## config.mk

```make
export PLATFORM = sky130hd
export DESIGN_NAME = map_namco_n1xx
export DESIGN_NICKNAME = d
export VERILOG_FILES = /design/src/rtl/namco_pkg.sv /design/src/rtl/namco_irq_cnt.sv /design/src/rtl/map_namco_n1xx.sv
export SDC_FILE = /design/constraint.sdc
export NUM_CORES = 1
export LEC_CHECK = 0
export ABC_AREA = 1
export BUFFER_PORTS_ARGS = -buffer_cell sky130_fd_sc_hd__buf_4
export CAP_MARGIN = 5
export CELL_PAD_IN_SITES_DETAIL_PLACEMENT = 0
export CELL_PAD_IN_SITES_GLOBAL_PLACEMENT = 1
export CORE_AREA = 2 2 115 129
export DETAILED_ROUTE_END_ITERATION = 8
export DIE_AREA = 0 0 117 131
export PLACE_DENSITY = 0.91
export SETUP_SLACK_MARGIN = 0.2
export SLEW_MARGIN = 20
export SYNTH_ARGS = -nofsm -noshare
export SYNTH_HDL_FRONTEND = slang
export SYNTH_SLANG_ARGS = --single-unit
```

## constraint.sdc

```tcl
create_clock -name m2 -period 1.7 [get_ports m2]
set_input_delay 0.17 -clock m2 [delete_from_list [all_inputs] [get_ports m2]]
set_output_delay 0.17 -clock m2 [all_outputs]
set_load 0.005 [all_outputs]
```

## src/rtl/namco_pkg.sv

```systemverilog
// Shared encodings for the parametrised Namco 175/340/163 mapper core:
// mode values, CPU register decode masks/values and save-state indices.
package namco_pkg;

  typedef enum logic [1:0] {
    MODE_175 = 2'd0,
    MODE_340 = 2'd1,
    MODE_163 = 2'd2,
    MODE_RSV = 2'd3
  } mode_e;

  localparam logic [15:0] MASK_PAGE   = 16'hF800;
  localparam logic [15:0] MASK_CHR    = 16'hC000;
  localparam logic [15:0] ADDR_IRQ_LO = 16'h5000;
  localparam logic [15:0] ADDR_IRQ_HI = 16'h5800;
  localparam logic [15:0] ADDR_CHR    = 16'h8000;
  localparam logic [15:0] ADDR_RAM_ON = 16'hC000;
  localparam logic [15:0] ADDR_PRG0   = 16'hE000;
  localparam logic [15:0] ADDR_PRG1   = 16'hE800;
  localparam logic [15:0] ADDR_PRG2   = 16'hF000;
  localparam logic [15:0] ADDR_WP     = 16'hF800;

  localparam logic [7:0] SS_PRG0   = 8'd8;
  localparam logic [7:0] SS_PRG1   = 8'd9;
  localparam logic [7:0] SS_PRG2   = 8'd10;
  localparam logic [7:0] SS_RAM_ON = 8'd11;
  localparam logic [7:0] SS_WP     = 8'd12;
  localparam logic [7:0] SS_CNT_LO = 8'd13;
  localparam logic [7:0] SS_CNT_HI = 8'd14;
  localparam logic [7:0] SS_IRQ    = 8'd15;

  function automatic logic addr_hit(input logic [15:0] addr, input logic [15:0] mask,
                                    input logic [15:0] val);
    return (addr & mask) == val;
  endfunction

endpackage

```

## src/rtl/namco_irq_cnt.sv

```systemverilog
// 163-style CPU-cycle IRQ counter: saturating up-counter with enable, sticky
// irq flag and readback bytes. State advances on the falling edge of m2.
module namco_irq_cnt
  import namco_pkg::*;
#(
  parameter int IRQ_W = 15
) (
  input  logic       m2,
  input  logic       map_rst,
  input  logic       active,
  input  logic       frz,
  input  logic       wr_lo,
  input  logic       wr_hi,
  input  logic       ld_lo,
  input  logic       ld_hi,
  input  logic       ld_irq,
  input  logic [7:0] dat,
  output logic [7:0] cnt_lo,
  output logic [7:0] cnt_hi,
  output logic       irq
);

  localparam int HI_W = IRQ_W - 8;

  logic [IRQ_W-1:0] cnt;
  logic [IRQ_W-1:0] cnt_inc;
  logic             en;

  assign cnt_inc = cnt + IRQ_W'(1);

  always_ff @(negedge m2) begin
    if (map_rst) begin
      cnt <= '0;
      en  <= 1'b0;
      irq <= 1'b0;
    end else if (ld_lo || ld_hi || ld_irq) begin
      if (ld_lo) cnt[7:0] <= dat;
      if (ld_hi) begin
        cnt[IRQ_W-1:8] <= dat[HI_W-1:0];
        en             <= dat[7];
      end
      if (ld_irq) irq <= dat[0];
    end else if (!active) begin
      irq <= 1'b0;
    end else if (!frz) begin
      // a CPU write in the same cycle replaces the increment entirely
      if (wr_lo) begin
        cnt[7:0] <= dat;
        irq      <= 1'b0;
      end else if (wr_hi) begin
        cnt[IRQ_W-1:8] <= dat[HI_W-1:0];
        en             <= dat[7];
        irq            <= 1'b0;
      end else if (en && !(&cnt)) begin
        cnt <= cnt_inc;
        if (&cnt_inc) irq <= 1'b1;
      end
    end
  end

  always_comb begin
    cnt_lo              = cnt[7:0];
    cnt_hi              = 8'h00;
    cnt_hi[HI_W-1:0]    = cnt[IRQ_W-1:8];
    cnt_hi[7]           = en;
  end

endmodule

```

## src/rtl/map_namco_n1xx.sv

```systemverilog
// Namco 175/340/163 mapper core: bank registers, PRG/CHR/nametable mapping,
// PRG-RAM strobes and IRQ. Save-state access is built when MAP_NAMCO_SS_EN is defined.
module map_namco_n1xx
  import namco_pkg::*;
#(
  parameter int PRG_BW    = 6,
  parameter int CHR_BW    = 8,
  parameter int CHR_BANKS = 8,
  parameter int IRQ_W     = 15
) (
  input  logic                m2,
  input  logic                map_rst,
  input  logic [1:0]          mode,
  input  logic                cfg_mir_v,
  input  logic [15:0]         cpu_addr,
  input  logic [7:0]          cpu_dat,
  input  logic                cpu_rw,
  input  logic [13:0]         ppu_addr,
  output logic [PRG_BW+12:0]  prg_addr,
  output logic [CHR_BW+9:0]   chr_addr,
  output logic                ciram_a10,
  output logic                ciram_ce,
  output logic                rom_ce,
  output logic                ram_ce,
  output logic                ram_we,
  output logic                reg_oe,
  output logic [7:0]          reg_dout,
  output logic                irq,
  input  logic                ss_act,
  input  logic                ss_we,
  input  logic [7:0]          ss_addr,
  output logic [7:0]          ss_rdat
);

  localparam int CHR_IW = $clog2(CHR_BANKS);
  localparam logic [7:0] CHR_N = 8'(CHR_BANKS);

  mode_e md;
  logic  is_175, is_340, is_163;
  assign md     = mode_e'(mode);
  assign is_340 = (md == MODE_340);
  assign is_163 = (md == MODE_163);
  assign is_175 = (md == MODE_175) || (md == MODE_RSV);

  logic [CHR_BW-1:0] chr_bank [CHR_BANKS];
  logic [7:0]        prg_bank [3];
  logic              prg_ram_on;
  logic [3:0]        wp;

  logic frz, ss_wr;
`ifdef MAP_NAMCO_SS_EN
  assign frz   = ss_act;
  assign ss_wr = ss_act && ss_we;
`else
  assign frz   = 1'b0;
  assign ss_wr = 1'b0;
  logic unused_ss;
  assign unused_ss = ^{ss_act, ss_we};
`endif

  logic cpu_wr;
  logic wr_chr, wr_prg0, wr_prg1, wr_prg2, wr_ram_on, wr_wp, wr_lo, wr_hi;
  logic hit_lo, hit_hi;
  assign cpu_wr    = !cpu_rw && !frz;
  assign hit_lo    = addr_hit(cpu_addr, MASK_PAGE, ADDR_IRQ_LO);
  assign hit_hi    = addr_hit(cpu_addr, MASK_PAGE, ADDR_IRQ_HI);
  assign wr_chr    = cpu_wr && addr_hit(cpu_addr, MASK_CHR, ADDR_CHR);
  assign wr_prg0   = cpu_wr && addr_hit(cpu_addr, MASK_PAGE, ADDR_PRG0);
  assign wr_prg1   = cpu_wr && addr_hit(cpu_addr, MASK_PAGE, ADDR_PRG1);
  assign wr_prg2   = cpu_wr && addr_hit(cpu_addr, MASK_PAGE, ADDR_PRG2);
  assign wr_ram_on = cpu_wr && is_175 && addr_hit(cpu_addr, MASK_PAGE, ADDR_RAM_ON);
  assign wr_wp     = cpu_wr && is_163 && addr_hit(cpu_addr, MASK_PAGE, ADDR_WP);
  assign wr_lo     = cpu_wr && is_163 && hit_lo;
  assign wr_hi     = cpu_wr && is_163 && hit_hi;

  always_ff @(negedge m2) begin
    if (map_rst) begin
      for (int i = 0; i < CHR_BANKS; i++) chr_bank[i] <= CHR_BW'(i);
      for (int k = 0; k < 3; k++) prg_bank[k] <= 8'(k);
      prg_ram_on <= 1'b0;
      wp         <= 4'hF;
    end else if (ss_wr) begin
      if (ss_addr < CHR_N) begin
        chr_bank[ss_addr[CHR_IW-1:0]] <= CHR_BW'(cpu_dat);
      end else begin
        case (ss_addr)
          SS_PRG0:   prg_bank[0] <= cpu_dat;
          SS_PRG1:   prg_bank[1] <= cpu_dat;
          SS_PRG2:   prg_bank[2] <= cpu_dat;
          SS_RAM_ON: prg_ram_on  <= cpu_dat[0];
          SS_WP:     wp          <= cpu_dat[3:0];
          default:   ;
        endcase
      end
    end else begin
      if (wr_chr) chr_bank[cpu_addr[11 +: CHR_IW]] <= CHR_BW'(cpu_dat);
      if (wr_prg0) prg_bank[0] <= cpu_dat;
      if (wr_prg1) prg_bank[1] <= cpu_dat;
      if (wr_prg2) prg_bank[2] <= cpu_dat;
      if (wr_ram_on) prg_ram_on <= cpu_dat[0];
      // only the 01 key pattern unlocks; anything else re-protects all slices
      if (wr_wp) wp <= (cpu_dat[7:6] == 2'b01) ? cpu_dat[3:0] : 4'hF;
    end
  end

  logic [7:0] cnt_lo, cnt_hi;
  logic       ld_lo, ld_hi, ld_irq;
  assign ld_lo  = ss_wr && (ss_addr == SS_CNT_LO);
  assign ld_hi  = ss_wr && (ss_addr == SS_CNT_HI);
  assign ld_irq = ss_wr && (ss_addr == SS_IRQ);

  namco_irq_cnt #(.IRQ_W(IRQ_W)) u_irq (
    .m2      (m2),
    .map_rst (map_rst),
    .active  (is_163),
    .frz     (frz),
    .wr_lo   (wr_lo),
    .wr_hi   (wr_hi),
    .ld_lo   (ld_lo),
    .ld_hi   (ld_hi),
    .ld_irq  (ld_irq),
    .dat     (cpu_dat),
    .cnt_lo  (cnt_lo),
    .cnt_hi  (cnt_hi),
    .irq     (irq)
  );

  logic [PRG_BW-1:0] prg_sel;
  always_comb begin
    case (cpu_addr[14:13])
      2'd0:    prg_sel = prg_bank[0][PRG_BW-1:0];
      2'd1:    prg_sel = prg_bank[1][PRG_BW-1:0];
      2'd2:    prg_sel = prg_bank[2][PRG_BW-1:0];
      default: prg_sel = '1;
    endcase
  end
  assign prg_addr = {prg_sel, cpu_addr[12:0]};
  assign chr_addr = {chr_bank[ppu_addr[10 +: CHR_IW]], ppu_addr[9:0]};
  assign ciram_ce = !ppu_addr[13];

  always_comb begin
    if (is_340) begin
      case (prg_bank[0][7:6])
        2'd0:    ciram_a10 = 1'b0;
        2'd1:    ciram_a10 = ppu_addr[10];
        2'd2:    ciram_a10 = ppu_addr[11];
        default: ciram_a10 = 1'b1;
      endcase
    end else begin
      ciram_a10 = cfg_mir_v ? ppu_addr[10] : ppu_addr[11];
    end
  end

  assign rom_ce   = cpu_addr[15];
  assign ram_ce   = (cpu_addr[15:13] == 3'b011) && !is_340;
  assign ram_we   = ram_ce && !cpu_rw && (is_163 ? !wp[cpu_addr[12:11]] : prg_ram_on);
  assign reg_oe   = is_163 && cpu_rw && (hit_lo || hit_hi);
  assign reg_dout = cpu_addr[11] ? cnt_hi : cnt_lo;

`ifdef MAP_NAMCO_SS_EN
  always_comb begin
    ss_rdat = 8'hFF;
    if (ss_addr < CHR_N) begin
      ss_rdat = 8'(chr_bank[ss_addr[CHR_IW-1:0]]);
    end else begin
      case (ss_addr)
        SS_PRG0:   ss_rdat = prg_bank[0];
        SS_PRG1:   ss_rdat = prg_bank[1];
        SS_PRG2:   ss_rdat = prg_bank[2];
        SS_RAM_ON: ss_rdat = {7'd0, prg_ram_on};
        SS_WP:     ss_rdat = {4'd0, wp};
        SS_CNT_LO: ss_rdat = cnt_lo;
        SS_CNT_HI: ss_rdat = cnt_hi;
        SS_IRQ:    ss_rdat = {7'd0, irq};
        default:   ss_rdat = 8'hFF;
      endcase
    end
  end
`else
  assign ss_rdat = 8'hFF;
`endif

endmodule
```

==> results.py, run 1 <==
metrics = {
    "placed_design": {
        "placed_area_sq_um": 7120,
        "place_hpwl_um": 11300,
        "place.gp.congestion": 0.924,
        "io_buffers": 53,
        "dp_slack_ns": -0.621,
    },
    "pwr": {
        "powerDensity_nw_per_um2": 780,
        "total_power_mw": 7.31,
        "p_leak_nw": 3.97,
        "ir_worst_vdd_v": 0.000599,
    },
    "layout": {
        "stdcell_area_sq_um": 9380,
        "seq_area_sq_um": 2980,
        "final_nets": 988,
        "utilization_pct": 66.5,
        "multi_input_area_sq_um": 3290,
        "drive_gt1_share_pct": 47.4,
        "antenna_cells": 0,
        "fillers": 958,
        "syn_to_final_growth_pct": 65.9,
    },
    "floorplan": {
        "initial_core_util_pct": 40.1,
        "io_pins": 114,
        "die_h_um": 131,
        "row_count": 46,
        "coreArea_sq_um": 14100,
        "die-area_sq_um": 15300,
        "die_w_um": 117,
    },
    "setup_path": {
        "slowest_stage": "edfxtp_1",
        "rr_startpoint": "u_irq.cnt[0]$_SDFFE_NP0P_",
        "max_stage_delay_ns": 0.40,
        "path_cells": "o21ai_2 > o22ai_2 > nor2_1 > a31oi_1 > buf_4",
        "worstSetupPathType": "flip-flop to output port",
        "worstSetupEndpointType": "output port",
        "worst_setup_path_start_kind": "flip-flop",
        "worst_ep_arrival_time_ns": 2.35,
        "crit_fanout": 1,
        "required_ns": 1.53,
        "reg2reg_to": "u_irq.cnt[8]$_SDFFE_NP0P_",
        "rrSetupSlack_ns": -0.09,
        "reg2regPathDepth": 13,
        "crit_start": "chr_bank[5][2]$_SDFFCE_NN1P_",
    },
    "synth": {
        "ys_types": 37,
        "synth_ff_type": "edfxtp_1",
        "synth_seq_cells": 106,
        "synthXorXnorAreaFrac_pct": 0,
        "muxShareOfSynthArea_pct": 0,
        "yosysMostFrequentCell": "nor2_1",
        "synth_compound_area_share_pct": 11.3,
        "synth_adder_area_share_pct": 0.664,
        "synthSimpleGateAreaFrac_pct": 25.3,
        "synth_top_area_cell": "edfxtp_1",
        "synth_seq_area_share_pct": 52.4,
        "synth_top_cell_area_share_pct": 44.6,
        "synth_area_sq_um": 5650,
        "yosys_warnings": 0,
        "async_reset_ff_share_pct": 0,
        "syn_area_per_cell_sq_um": 8.25,
        "syn_inst": 685,
        "synth_top_family_by_area": "simple AND/OR/NAND/NOR gates",
        "synth-edff-count": 84,
        "synth_common_cells": "nor2_1 (162), nand2_1 (129), edfxtp_1 (84), o21ai_0 (62), inv_1 (44)",
        "netlist_top_cells_area": "edfxtp_1 (45%), nor2_1 (11%), nand2_1 (8.6%), dfxtp_1 (7.8%), o21ai_0 (5.5%)",
    },
    "timing": {
        "setup_viol": 184,
        "rsz0062_at_grt": "yes",
        "fin_worst_skew_ns": 0.0353,
        "slew_headroom_pct": 63.5,
        "tightest_slew_ns": 0.547,
        "post-route-worst-setup-slack_ns": -0.816,
        "finalHoldViolCount": 0,
        "tns_ns": -25.38,
        "slew_viol_final": 0,
    },
    "clock_tree": {
        "cts_root_buf": "clkbuf_16",
        "cts_tree": "yes",
        "cts_made_buffers": 9,
        "insertion_delay_ns": 0.45,
        "ctsHtreeMaxLevel": 3,
        "clkSlewWorstSetupHoldPaths_ns": 0.04,
        "cts_sinks": 106,
        "cts_buffer_depth": 2,
    },
    "drt": {
        "first_pass_iters": 8,
        "vias": 6057,
        "drc_errors": 0,
        "wl_per_cell_um": 18.5,
        "ant_nets": 0,
        "drt_iter0_markers": 552,
        "drt-total-wl_um": 20800,
        "viasPerCell": 5.37,
    },
    "hold_path": {
        "whs_endpoint": "chr_addr[0]",
        "hp-start": "ppu_addr[0]",
        "worstHoldPathCells": 0,
        "hold_class": "input pin to output port",
    },
    "outcome": {
        "outcome": "complete, but fails checks",
        "violations": "setup timing",
    },
    "grt": {
        "grtUsageTotal_pct": 24.4,
        "grt_pass1_vias": 6102,
        "grt_max_degree": 19,
        "grt_pass1_wl_um": 28500,
        "grt_remaining_overflow": 0,
        "antenna_found_initial": 0,
    },
    "flow_run": {
        "drv_cap": 0,
    },
}
[area by class of cell]
cell class,instances,area share [%]
clock buffer,9,2.40
clock inverter,113,5.16
inverter,56,3.20
multi-input combinational,472,35.1
sequential,106,31.8
tap,192,2.56
timing repair buffer,180,19.8
[what timing repair did]
item	in CTS	in global routing
setup buffers	32	13
gates resized for setup	147	176
gates cloned	2	1
pin swaps	61	53
hold buffers	0	0
endpoints found under the setup margin	215	215
[worst max path at each step]
stage and to:
2_1_floorplan u_irq.cnt[10]$_SDFFE_NP0P_, 3_3_place_gp u_irq.cnt[6]$_SDFFE_NP0P_, 3_5_place_dp chr_bank[7][5]$_SDFFCE_NN0P_, 4_1_cts chr_addr[12], 5_1_grt chr_addr[14], 6_report chr_addr[12]
[worst max-delay path, delay by kind of cell, from the launching register on]
kind	cells	cell delay [ns]
and+or+nand+nor	1	0.13
DFF	1	0.40
AOI/OAI and AO/OA	3	0.36
buffers and inverters	1	0.18
[cells in the final DEF, fill, tap and decap left out, types with 11 or more instances in the layout]
cell / count
a21oi_2: 11
buf_12: 21
buf_4: 107
buf_6: 43
dfxtp_2: 14
edfxtp_1: 84
inv_1: 128
inv_2: 17
nand2_1: 86
nand2_2: 26
nand2_4: 17
nand3_1: 16
nor2_1: 85
nor2_2: 19
nor2_4: 65
o21ai_0: 30
o21ai_1: 20
o21ai_2: 27
[metrics by stage]
step | hold WS, ns | std cells
floorplan | 0.367 | 692
global placement | 0.340 | 959
detailed placement | 0.340 | 959
CTS | 0.340 | 1114
global route | 0.340 | 1128
finish | 0.340 | 1128
[kinds of logic (layout without fill, tap and decap cells)]
| kind of cell | after synthesis | count (layout) |
|---|---|---|
| compound gates | 116 | 116 |
| flops | 106 | 106 |
| fa+ha+maj | 3 | 3 |
| buf+inv | 116 | 358 |
| other cells | 1 | 8 |
| simple gates | 343 | 345 |
[sequential cells by signal, summed over array words and instances, names as in the netlist]
register    cells
prg_bank       20
u_irq.irq       1
u_irq.cnt      15
prg_ram_on      1
u_irq.en        1
wp              4
chr_bank       64
[layer usage]
| layer | vias to the layer above | global-route usage (%) | share of wire (%) |
|---|---|---|---|
| met3 | 113 | 6.78 | 7.1 |
| met5 | - | 0 | 0 |
| li1 | 2732 | - | - |
| met2 | 348 | 42.5 | 52 |
| met4 | 0 | 14.5 | 5.2 |
| met1 | 2864 | 26.3 | 36 |
[where the power goes]
group,internal [mW],leakage (nW),switching (mW)
clock,1.51,0.716,1.91
combinational,0.394,2.26,0.531
sequential,2.92,0.991,0.0420
(Power assumes the default switching activity.)
==> inputs of run 2 (changes only) <==
--- a/config.mk
+++ b/config.mk
@@ -10,12 +10,13 @@
 export CAP_MARGIN = 5
 export CELL_PAD_IN_SITES_DETAIL_PLACEMENT = 0
 export CELL_PAD_IN_SITES_GLOBAL_PLACEMENT = 1
-export CORE_AREA = 2 2 115 129
+export CORE_AREA = 2 2 120 134
 export DETAILED_ROUTE_END_ITERATION = 8
-export DIE_AREA = 0 0 117 131
+export DIE_AREA = 0 0 122 136
 export PLACE_DENSITY = 0.91
 export SETUP_SLACK_MARGIN = 0.2
 export SLEW_MARGIN = 20
 export SYNTH_ARGS = -nofsm -noshare
 export SYNTH_HDL_FRONTEND = slang
+export SYNTH_HIERARCHICAL = 1
 export SYNTH_SLANG_ARGS = --single-unit
==> run 2 against run 1 <==
The flow still finishes with violations (setup timing). Hold slack did not move. Die area is 8.3% higher. Sequential power up 2%. Register-to-register slack got worse by 0.07 ns. Via count is 2.5% higher. Combinational power up 54%. Critical endpoint unchanged. Largest power group unchanged. Highest routed layer unchanged.
==> results.py, run 2 <==
metrics = {
    "drt": {
        "first_pass_iters": 5,
        "drt-total-wl_um": 20700,
        "drt_iter0_markers": 393,
        "ant_nets": 0,
        "viasPerCell": 5.01,
        "drc_errors": 0,
        "vias": 6207,
        "wl_per_cell_um": 16.7,
    },
    "synth": {
        "synth_area_sq_um": 6130,
        "async_reset_ff_share_pct": 0,
        "syn_area_per_cell_sq_um": 7.90,
        "synth_top_cell_area_share_pct": 41.1,
        "synth_ff_type": "edfxtp_1",
        "ys_types": 42,
        "yosysMostFrequentCell": "nand2_1",
        "netlist_top_cells_area": "edfxtp_1 (41%), nand2_1 (18%), dfxtp_1 (7.2%), nor2_1 (5.3%), buf_4 (4.3%)",
        "synth_common_cells": "nand2_1 (297), nor2_1 (86), edfxtp_1 (84), inv_1 (55), nand3_1 (42)",
        "synth_seq_cells": 106,
        "synth_seq_area_share_pct": 48.3,
        "syn_inst": 776,
        "synth-edff-count": 84,
        "yosys_warnings": 6,
        "synth_top_area_cell": "edfxtp_1",
    },
    "layout": {
        "syn_to_final_growth_pct": 59.4,
        "drive_gt1_share_pct": 41.9,
        "final_nets": 1092,
        "fin_cells": 1239,
        "mostFrequentLayoutCells": "nand2_1 (236), inv_1 (150), buf_4 (105)",
        "regMostFlops": "chr_bank",
        "biggestRegsByFlops": "chr_bank: 64 flops, prg_bank: 20 flops, u_irq/cnt: 15 flops",
        "largest_reg_flops": 64,
        "stdcell_area_sq_um": 9770,
        "multi_input_area_sq_um": 3610,
        "antenna_cells": 0,
        "fillers": 1148,
        "layout_commonest_cell": "nand2_1",
        "utilization_pct": 63.8,
        "seq_area_sq_um": 3010,
    },
    "placed_design": {
        "place_hpwl_um": 12000,
        "io_buffers": 53,
        "place.gp.congestion": 0.906,
        "placed_area_sq_um": 7620,
        "placed_cells": 1076,
    },
    "setup_path": {
        "path_buf_inv": 1,
        "max_stage_delay_ns": 0.39,
        "slowest_stage": "edfxtp_1",
        "crit_start": "chr_bank[1][2]$_SDFFCE_NN0P_",
        "crit_family": "simple AND/OR/NAND/NOR gates",
        "path_cells": "nand2_1 > nand2_1 > nand2_1 > nand2_1 > nand2_1 > nand2_2 > buf_6",
        "required_ns": 1.53,
        "worstSetupEndpointType": "output port",
        "worst_setup_path_start_kind": "flip-flop",
        "rr_startpoint": "u_irq/cnt[0]$_SDFFE_NP0P_",
        "worst_ep_arrival_time_ns": 2.22,
        "worstSetupPathType": "flip-flop to output port",
        "worst_path_most_repeated_cell": "nand2_1",
        "crit_fanout": 1,
    },
    "floorplan": {
        "io_pins": 114,
        "initial_core_util_pct": 40.0,
        "die_w_um": 122,
        "row_count": 48,
        "coreArea_sq_um": 15300,
        "die-area_sq_um": 16600,
        "die_h_um": 136,
    },
    "pwr": {
        "powerDensity_nw_per_um2": 826,
        "ir_worst_vdd_v": 0.000457,
        "total_power_mw": 8.08,
        "p_leak_nw": 4.52,
    },
    "timing": {
        "tns_ns": -28.20,
        "setup_viol": 201,
        "post-route-worst-setup-slack_ns": -0.690,
        "slew_viol_final": 0,
        "finalHoldViolCount": 0,
        "rsz0062_at_grt": "yes",
        "slew_headroom_pct": 64.5,
        "tightest_slew_ns": 0.532,
        "fin_worst_skew_ns": 0.0350,
    },
    "grt": {
        "grt_pass1_wl_um": 29900,
        "grt_max_degree": 34,
        "grt_remaining_overflow": 0,
        "grt_pass1_vias": 6259,
        "antenna_found_initial": 0,
        "grtUsageTotal_pct": 23.3,
    },
    "clock_tree": {
        "cts_sinks": 106,
        "cts_tree": "yes",
        "cts_root_buf": "clkbuf_16",
        "clkSlewWorstSetupHoldPaths_ns": 0.07,
        "insertion_delay_ns": 0.44,
        "cts_buffer_depth": 2,
        "cts_made_buffers": 9,
        "ctsHtreeMaxLevel": 3,
    },
    "hold_path": {
        "hp-start": "ppu_addr[0]",
        "hold_class": "input pin to output port",
    },
    "outcome": {
        "violations": "setup timing",
        "outcome": "complete, but fails checks",
    },
    "flow_run": {
        "drv_cap": 0,
    },
}
-- run 2: changes by cell type in the layout (fill, tap and decap cells not counted), sizes merged, moves of 5 or more --
cell and change:
nand4 -6, a21oi +5, o21ai -43, o22ai -8, nor2 -63, nand3 +22
a31oi -6, clkinv +7, inv +9, nand2 +173, conb +9
-- run 2: stage by stage --
stage | hold WS, ns | setup WS [ns]
final | 0.340 | -0.690
after global routing | 0.340 | -0.753
after CTS | 0.340 | -0.641
after detailed placement | 0.340 | -0.665
after global placement | 0.340 | -0.619
after floorplan | 0.367 | -0.503
-- run 2: layer usage --
| metal | GRT usage, % | up-vias | share of wire, % |
|---|---|---|---|
| li1 | - | 2957 | - |
| met1 | 25.2 | 2936 | 37 |
| met2 | 41.7 | 246 | 53 |
| met3 | 5.70 | 68 | 5.5 |
| met4 | 12.5 | 0 | 4.1 |
| met5 | 0 | - | 0 |
-- run 2: report_power, final --
group / switching (mW) / total [mW] / internal (mW) / leakage, nW
clock: 1.94 / 3.62 / 1.68 / 0.735
sequential: 0.0703 / 3.03 / 2.96 / 0.997
combinational: 0.806 / 1.42 / 0.617 / 2.79
-- run 2: final cells by class --
type,count,share of cell area (%)
Multi-Input combinational cell,561,36.9
Sequential cell,106,30.8
Timing Repair Buffer,178,18.4
Clock inverter,113,5.39
Inverter,71,3.60
Tap cell,200,2.56
Clock buffer,9,2.30
Timing Repair inverter,1,0.0640
-- run 2: path summary, 6_finish.rpt --
check	slack (ns)	to	cells after the start
max	-0.69	chr_addr[12]	7
min reg2reg	0.45	wp[2]$_SDFFE_NP1P_	2
max reg2reg	-0.16	u_irq/cnt[4]$_SDFFE_NP0P_	13
min	0.34	chr_addr[0]	0
-- run 2: timing repair --
item,4_1_cts,5_1_grt
setup buffers,27,13
cloned,2,1
hold buffers,0,0
pin swaps,62,51
gates resized for setup,162,143
endpoints found under the setup margin,215,215
-- run 2: cells by family after synthesis --
family / share of synthesized area [%]
compound gates: 5.80
mux: 0.163
fa+ha+maj: 0.816
flops: 48.3
xor+xnor: 0.429
other cells: 0.122
simple gates: 34.0
buf+inv: 10.3
-- run 2: worst reg2reg max path: cells and delay by family, from the launching register on --
family | cells | cell delay [ns]
adder cells (fa/ha/maj) | 1 | 0.16
flip-flops | 1 | 0.35
buffers and inverters | 2 | 0.20
AO/OA/AOI/OAI | 3 | 0.46
AND/OR/NAND/NOR | 7 | 0.61
